<file path="config.mk">
export PLATFORM = sky130hd
export DESIGN_NAME = riscv_fetch_unit_flat
export DESIGN_NICKNAME = d
export VERILOG_FILES = /design/src/rtl/riscv_fetch_pkg.sv /design/src/rtl/riscv_fetch_if.sv /design/src/rtl/riscv_next_pc.sv /design/src/rtl/riscv_fetch_unit.sv /design/src/flat_wrapper.sv
export SDC_FILE = /design/constraint.sdc
export NUM_CORES = 1
export LEC_CHECK = 0
export CAP_MARGIN = 20
export CORE_AREA = 5 5 111 113
export DETAILED_ROUTE_END_ITERATION = 8
export DIE_AREA = 0 0 116 118
export PLACE_DENSITY = 0.94
export SYNTH_ARGS = -nofsm -noshare
export SYNTH_HDL_FRONTEND = slang
export SYNTH_SLANG_ARGS = --single-unit
</file>
<file path="constraint.sdc">
create_clock -name clk -period 2.1 [get_ports clk]
set_input_delay 0.21 -clock clk [delete_from_list [all_inputs] [get_ports clk]]
set_output_delay 0.21 -clock clk [all_outputs]
set_load 0.01 [all_outputs]
</file>
<file path="src/rtl/riscv_fetch_pkg.sv">
// riscv_fetch_pkg
//   Shared types and constants for the instruction-fetch / PC sequencer.
//   - fetch_state_t : sequencer state encoding (FETCH, WAIT, ISSUE, HALT)
//   - PCSRC_*       : controller next-PC select codes (2'b11 is reserved)
//   - NOP_INSTR     : addi x0,x0,0, held in the instruction register after reset
package riscv_fetch_pkg;

  typedef enum logic [1:0] {
    FETCH = 2'd0,
    WAIT  = 2'd1,
    ISSUE = 2'd2,
    HALT  = 2'd3
  } fetch_state_t;

  localparam logic [1:0] PCSRC_PLUS4  = 2'b00;
  localparam logic [1:0] PCSRC_TARGET = 2'b01;
  localparam logic [1:0] PCSRC_JALR   = 2'b10;

  localparam logic [31:0] NOP_INSTR = 32'h0000_0013;

endpackage

</file>
<file path="src/rtl/riscv_fetch_if.sv">
// riscv_fetch_if
//   Instruction-memory request/grant/response bus.
//   imem_req    : fetch request, held until granted        (master -> slave)
//   imem_addr   : fetch address                            (master -> slave)
//   imem_gnt    : request accepted this cycle              (slave -> master)
//   imem_rvalid : read data valid                          (slave -> master)
//   imem_rdata  : fetched instruction word                 (slave -> master)
//   modport master is the fetch unit, modport slave is the memory.
interface riscv_fetch_if #(
  parameter int XLEN = 32
) ();

  logic            imem_req;
  logic [XLEN-1:0] imem_addr;
  logic            imem_gnt;
  logic            imem_rvalid;
  logic [31:0]     imem_rdata;

  modport master (
    output imem_req,
    output imem_addr,
    input  imem_gnt,
    input  imem_rvalid,
    input  imem_rdata
  );

  modport slave (
    input  imem_req,
    input  imem_addr,
    output imem_gnt,
    output imem_rvalid,
    output imem_rdata
  );

endinterface

</file>
<file path="src/rtl/riscv_next_pc.sv">
// riscv_next_pc
//   Combinational next-PC mux with alignment check.
//   pc         : PC of the instruction being completed
//   pc_src     : select (00 pc+4, 01 pc_target, 10 JALR, 11 reserved -> pc+4)
//   pc_target  : pc + immediate (branch / JAL)
//   alu_result : JALR target, bit 0 is cleared here
//   next_pc    : selected next PC (modulo 2^XLEN)
//   misaligned : next_pc is not 4-byte aligned
module riscv_next_pc
  import riscv_fetch_pkg::*;
#(
  parameter int XLEN = 32
) (
  input  logic [XLEN-1:0] pc,
  input  logic [1:0]      pc_src,
  input  logic [XLEN-1:0] pc_target,
  input  logic [XLEN-1:0] alu_result,
  output logic [XLEN-1:0] next_pc,
  output logic            misaligned
);

  logic [XLEN-1:0] pc_plus4;

  assign pc_plus4 = pc + XLEN'(4);

  always_comb begin
    next_pc = pc_plus4;
    unique case (pc_src)
      PCSRC_PLUS4:  next_pc = pc_plus4;
      PCSRC_TARGET: next_pc = pc_target;
      // JALR target always has bit 0 forced low; bit 1 can still misalign it
      PCSRC_JALR:   next_pc = alu_result & ~XLEN'(1);
      default:      next_pc = pc_plus4;
    endcase
  end

  assign misaligned = |next_pc[1:0];

endmodule

</file>
<file path="src/rtl/riscv_fetch_unit.sv">
// riscv_fetch_unit
//   Instruction fetch and PC sequencer feeding the core controller.
//   Fetches the word at pc, holds it until the datapath reports completion,
//   then advances or redirects according to the controller's pc_src.
//   clk, rst_n  : clock (rising edge), asynchronous active-low reset
//   imem        : instruction-memory bus (riscv_fetch_if.master)
//   instr_valid : instr/fields/pc are valid for controller and datapath
//   instr       : held instruction; opcode/funct3/funct7 are slices of it
//   pc          : PC of the held instruction; pc_plus4 = pc + 4
//   exec_done   : one-cycle completion pulse, samples pc_src/pc_target/alu_result
//   fetch_err   : sticky, set when a redirect target is misaligned (unit halts)
module riscv_fetch_unit
  import riscv_fetch_pkg::*;
#(
  parameter int              XLEN     = 32,
  parameter logic [XLEN-1:0] RESET_PC = '0
) (
  input  logic              clk,
  input  logic              rst_n,
  riscv_fetch_if.master     imem,
  output logic              instr_valid,
  output logic [31:0]       instr,
  output logic [6:0]        opcode,
  output logic [2:0]        funct3,
  output logic [6:0]        funct7,
  output logic [XLEN-1:0]   pc,
  output logic [XLEN-1:0]   pc_plus4,
  input  logic              exec_done,
  input  logic [1:0]        pc_src,
  input  logic [XLEN-1:0]   pc_target,
  input  logic [XLEN-1:0]   alu_result,
  output logic              fetch_err
);

  fetch_state_t    state_reg, state_next;
  logic [XLEN-1:0] pc_reg, pc_next;
  logic [31:0]     instr_reg, instr_next;
  logic            fetch_err_reg, fetch_err_next;

  logic [XLEN-1:0] sel_pc;
  logic            sel_misaligned;

  riscv_next_pc #(
    .XLEN(XLEN)
  ) u_next_pc (
    .pc         (pc_reg),
    .pc_src     (pc_src),
    .pc_target  (pc_target),
    .alu_result (alu_result),
    .next_pc    (sel_pc),
    .misaligned (sel_misaligned)
  );

  always_ff @(posedge clk or negedge rst_n) begin
    if (!rst_n) begin
      state_reg     <= FETCH;
      pc_reg        <= RESET_PC;
      instr_reg     <= NOP_INSTR;
      fetch_err_reg <= 1'b0;
    end else begin
      state_reg     <= state_next;
      pc_reg        <= pc_next;
      instr_reg     <= instr_next;
      fetch_err_reg <= fetch_err_next;
    end
  end

  // Each state only looks at its own input (gnt in FETCH, rvalid in WAIT,
  // exec_done in ISSUE), so stray events elsewhere fall through unchanged.
  // In FETCH a simultaneous rvalid is simply not looked at.
  always_comb begin
    state_next     = state_reg;
    pc_next        = pc_reg;
    instr_next     = instr_reg;
    fetch_err_next = fetch_err_reg;
    unique case (state_reg)
      FETCH: begin
        if (imem.imem_gnt) state_next = WAIT;
      end
      WAIT: begin
        if (imem.imem_rvalid) begin
          instr_next = imem.imem_rdata;
          state_next = ISSUE;
        end
      end
      ISSUE: begin
        if (exec_done) begin
          if (sel_misaligned) begin
            // pc keeps pointing at the faulting instruction
            fetch_err_next = 1'b1;
            state_next     = HALT;
          end else begin
            pc_next    = sel_pc;
            state_next = FETCH;
          end
        end
      end
      HALT: begin
        state_next = HALT;
      end
      default: begin
        state_next = FETCH;
      end
    endcase
  end

  // rst_n gates the request so nothing is presented while reset is held,
  // even though the state register already sits in FETCH.
  assign imem.imem_req  = rst_n && (state_reg == FETCH);
  assign imem.imem_addr = pc_reg;

  assign instr_valid = (state_reg == ISSUE);
  assign instr       = instr_reg;
  assign opcode      = instr_reg[6:0];
  assign funct3      = instr_reg[14:12];
  assign funct7      = instr_reg[31:25];
  assign pc          = pc_reg;
  assign pc_plus4    = pc_reg + XLEN'(4);
  assign fetch_err   = fetch_err_reg;

endmodule

</file>
<file path="src/flat_wrapper.sv">
// flat-port wrapper written by rule: the top's interface ports become plain ports
module riscv_fetch_unit_flat import riscv_fetch_pkg::*;
#(
  parameter int              XLEN     = 32,
  parameter logic [XLEN-1:0] RESET_PC = '0
)
  (clk, rst_n, instr_valid, instr, opcode, funct3, funct7, pc, pc_plus4, exec_done, pc_src, pc_target, alu_result, fetch_err, imem_imem_req, imem_imem_addr, imem_imem_gnt, imem_imem_rvalid, imem_imem_rdata);
  riscv_fetch_if #(.XLEN(XLEN)) imem_i ();
  input  logic clk;
  input  logic rst_n;
  output logic instr_valid;
  output logic [31:0] instr;
  output logic [6:0] opcode;
  output logic [2:0] funct3;
  output logic [6:0] funct7;
  output logic [XLEN-1:0] pc;
  output logic [XLEN-1:0] pc_plus4;
  input  logic exec_done;
  input  logic [1:0] pc_src;
  input  logic [XLEN-1:0] pc_target;
  input  logic [XLEN-1:0] alu_result;
  output logic fetch_err;
  output wire logic [$bits(imem_i.imem_req)-1:0] imem_imem_req;
  output wire logic [$bits(imem_i.imem_addr)-1:0] imem_imem_addr;
  input wire logic [$bits(imem_i.imem_gnt)-1:0] imem_imem_gnt;
  input wire logic [$bits(imem_i.imem_rvalid)-1:0] imem_imem_rvalid;
  input wire logic [$bits(imem_i.imem_rdata)-1:0] imem_imem_rdata;
  assign imem_imem_req = imem_i.imem_req;
  assign imem_imem_addr = imem_i.imem_addr;
  assign imem_i.imem_gnt = imem_imem_gnt;
  assign imem_i.imem_rvalid = imem_imem_rvalid;
  assign imem_i.imem_rdata = imem_imem_rdata;
  riscv_fetch_unit #(.XLEN(XLEN), .RESET_PC(RESET_PC)) u_core (.clk(clk), .rst_n(rst_n), .imem(imem_i), .instr_valid(instr_valid), .instr(instr), .opcode(opcode), .funct3(funct3), .funct7(funct7), .pc(pc), .pc_plus4(pc_plus4), .exec_done(exec_done), .pc_src(pc_src), .pc_target(pc_target), .alu_result(alu_result), .fetch_err(fetch_err));
endmodule
</file>
==> key figures <==
Yosys
  – Net Count, Synth: 532
  – Top cell type's share of synthesized area: 0.373
  – Count leader, synth: dfrtp_1
  – Yosys top cell by area: dfrtp_1
  – Top cells by area, synth: dfrtp_1, buf_4, mux2_2
  – Post-Synth XOR/XNOR Area: 0.0570
  – Main synth FF type: dfrtp_1
  – Ys async rst share: 1.00
  – Post-Syn Area: 4300 µm²
  – Post-synthesis adder-cell area fraction: 0.00873
  – Cells after Synth: 426
  – Synth cell count leaders: dfrtp_1, buf_4, mux2_2
  – Synth unique cells: 53
  – Simple logic cell fraction of the synthesized area: 0.146
  – Register bit count reported by yosys: 67
  – Sequential share of the synthesized area: 0.391
  – Largest family of logic cells by synthesized area: compound AO/OA/AOI/OAI gates
  – Yosys warns: 0
  – Compound-Gate Fraction of Synth Area: 0.186
  – Syn Area/Cell: 10.1 µm²
  – Post-synth EDFFs: 0
  – Mux contribution to synthesized area: 0.0861

Route
  – # DRC: 0
  – Number of DRC markers in iteration 0: 270
  – Routed WL: 17.5 mm
  – Routed length per instance: 20.3 µm
  – 1st-pass router iterations: 6
  – Antenna viol nets, final: 0
  – Drt via density: 5.42
  – Via count: 4661

Clocking
  – Worst-Skew Late Latency: 0.33 ns
  – CTS Root Cell: clkbuf_16
  – Max clock buf depth: 2
  – Clock Sinks: 67
  – CTS tree: built
  – Reg clk slew, reported paths: 0.06 ns
  – CTS Buf Count: 9
  – H-tree lvl count: 3

Die
  – Die Area: 13700 µm²
  – Die Y: 118 µm
  – Die Wd: 116 µm
  – Core ar.: 11200 µm²
  – Ports: 251
  – Starting Density: 0.383
  – Row count: 39

STA
  – Hold Vio Cnt, Final: 0
  – Achievable Freq: 424 MHz
  – Clock Skew: 0.00545 ns
  – Final setup viols: 14
  – Final worst setup slack: -0.258 ns
  – TNS Setup: -1.65 ns
  – Period utilisation layout: 1.12
  – Worst-Margin Slew: 0.527 ns
  – Worst rel slew slack: 0.649
  – Final Slew Violations: 0
  – Fin crit period: 2.36 ns
  – RSZ-0062 raised after global routing: yes

Power
  – PnR Total Power: 0.00980 W
  – Switching power summed over all nets: 0.00360 W
  – Power Density: 1270 nW/µm²
  – Sequential power share: 0.246
  – Clock power frac: 0.152
  – Leakage: 3.30 nW
  – Sw frac: 0.368
  – Comb pwr share: 0.601
  – Int Power: 0.00619 W
  – Max VDD drop: 676 µV

Layout
  – Seq. cell area: 1680 µm²
  – Synthesis-to-layout area growth: 79.6%
  – Layout cell share with drive strength beyond 1: 0.304
  – ANT cells: 0
  – Layout Nets: 818
  – Multi-input logic area: 2300 µm²
  – FILL cells: 809

Worst setup path
  – CP top delay family: simple AND/OR/NAND/NOR gates
  – Register-to-Register Path Depth: 9
  – Crit end category: output port
  – Critical path depth in cells: 8
  – CP peak stage delay: 0.39 ns
  – Critical Path Source Type: flop
  – Crit-path cells: nand4_4, buf_6, buf_6, nor4_4, buf_4, and4_4, xor2_1, buf_2
  – Crit-path slowest cell: dfrtp_1
  – Worst path bufs/invs: 4
  – WP data required: 1.89 ns
  – Most used cell, CP: buf_6
  – Critical-path maximum fanout: 2
  – Critical Path AT: 2.15 ns
  – Critical path class: reg2out

Global route
  – Number of global-route vias before repair: 4969
  – Total congestion overflow: 0
  – Global-route wire length before repair: 26.2 mm
  – Largest net degree at the start of global routing: 40
  – Initial antenna violation count: 0
  – Gr usage total: 0.241

Placed design
  – Gpl congestion: 0.821
  – Hpwl dp: 12.7 mm
  – # port buffers: 249

Min path
  – Worst min path class: reg2reg
  – Worst Hold Depth: 1

Outcome
  – Failing checks: setup timing
  – Outcome: finished, violations left

Run
  – MaxCap Viol Count: 0
-- power groups by stage --
| stage | registers (W) | logic (W) | clock network [W] |
|---|---|---|---|
| floorplan | 0.00279 | 0.00229 | 0 |
| global placement | 0.00233 | 0.00573 | 0 |
| global route | 0.00250 | 0.00622 | 0.00157 |
| finish | 0.00241 | 0.00589 | 0.00149 |
| CTS | 0.00239 | 0.00581 | 0.00152 |
| detailed placement | 0.00240 | 0.00588 | 0 |
-- final timing paths --
check / from / end / slack (ns)
setup / recovery: u_core.imem.imem_addr[9] / pc_plus4[22] / -0.26
hold / removal: u_core.fetch_err / u_core.fetch_err / 0.46
setup reg to reg: u_core.imem.imem_addr[9] / u_core.imem.imem_addr[22] / -0.02
hold reg to reg: u_core.fetch_err / u_core.fetch_err / 0.46
max in group asynchronous: rst_n / u_core.instr[0] / 0.70
min in group asynchronous: rst_n / u_core.imem.imem_addr[1] / 0.51
-- metal layers --
metal  GRT usage  up-vias  wire, µm
met5           0        -         0
met4      0.0892        0       425
met3      0.0514       36      1280
met2       0.434      265      9340
met1       0.275     2247      6440
li1            -     2113         -
-- logic make-up after synthesis --
| family | after synthesis |
|---|---|
| multiplexers | 33 |
| adder cells (fa/ha/maj) | 3 |
| XOR/XNOR | 28 |
| buffers and inverters | 86 |
| AO/OA/AOI/OAI | 106 |
| AND/OR/NAND/NOR | 103 |
| flip-flops | 67 |
-- what timing repair did --
item	in CTS	in global routing
setup endpoints to repair	27	27
pin swaps	11	17
buffers inserted	10	11
endpoints found under the hold margin	28	0
gates resized for setup	80	60
hold buffers	1	0
-- stage by stage --
step / area, µm² / cells / setup slack [ns] / hold WS [ns] / util
6_report: 7720 / 860 / -0.258 / 0.462 / 0.688
5_1_grt: 7720 / 860 / -0.349 / 0.479 / 0.688
4_1_cts: 7550 / 849 / -0.313 / 0.468 / 0.673
3_5_place_dp: 7120 / 822 / -0.238 / 0.302 / 0.634
3_3_place_gp: 7120 / 822 / -0.179 / 0.298 / 0.634
2_1_floorplan: 4300 / 426 / 0.197 / -0.0856 / -
-- layout make-up --
cell class	instances	area share
repair buffers	353	0.420
multi-input cells	273	0.297
well taps	143	0.0232
inverters	8	0.00389
clock inverters	6	0.00843
clock buffers	10	0.0297
flip-flops and latches	67	0.218
-- worst reg2reg max path, cell delays in order, from the launching register on --
cell and delay [ns]:
dfrtp_1 0.39, nand4_4 0.15, buf_6 0.15, buf_6 0.11, nor4_4 0.33, buf_4 0.17
and4_4 0.22, buf_4 0.11, o22ai_1 0.08, nor3_1 0.28
-- layout by cell type, fill, tap and decap left out, types with 5 or more instances in the layout --
cell,instances
nand2_1,12
nand4_1,5
mux2_2,32
a31oi_1,10
buf_6,9
xor2_1,9
xnor2_1,14
nand3_1,8
o21ai_0,9
o21a_1,5
dfrtp_1,63
a221o_1,9
buf_2,17
and3_1,9
clkdlybuf4s50_1,221
buf_4,92
nor3_1,6
clkbuf_16,9
and2_1,5
nor2_1,15
a21oi_1,19
a221oi_1,20
o22a_1,13
inv_1,7
(Power assumes the default switching activity.)
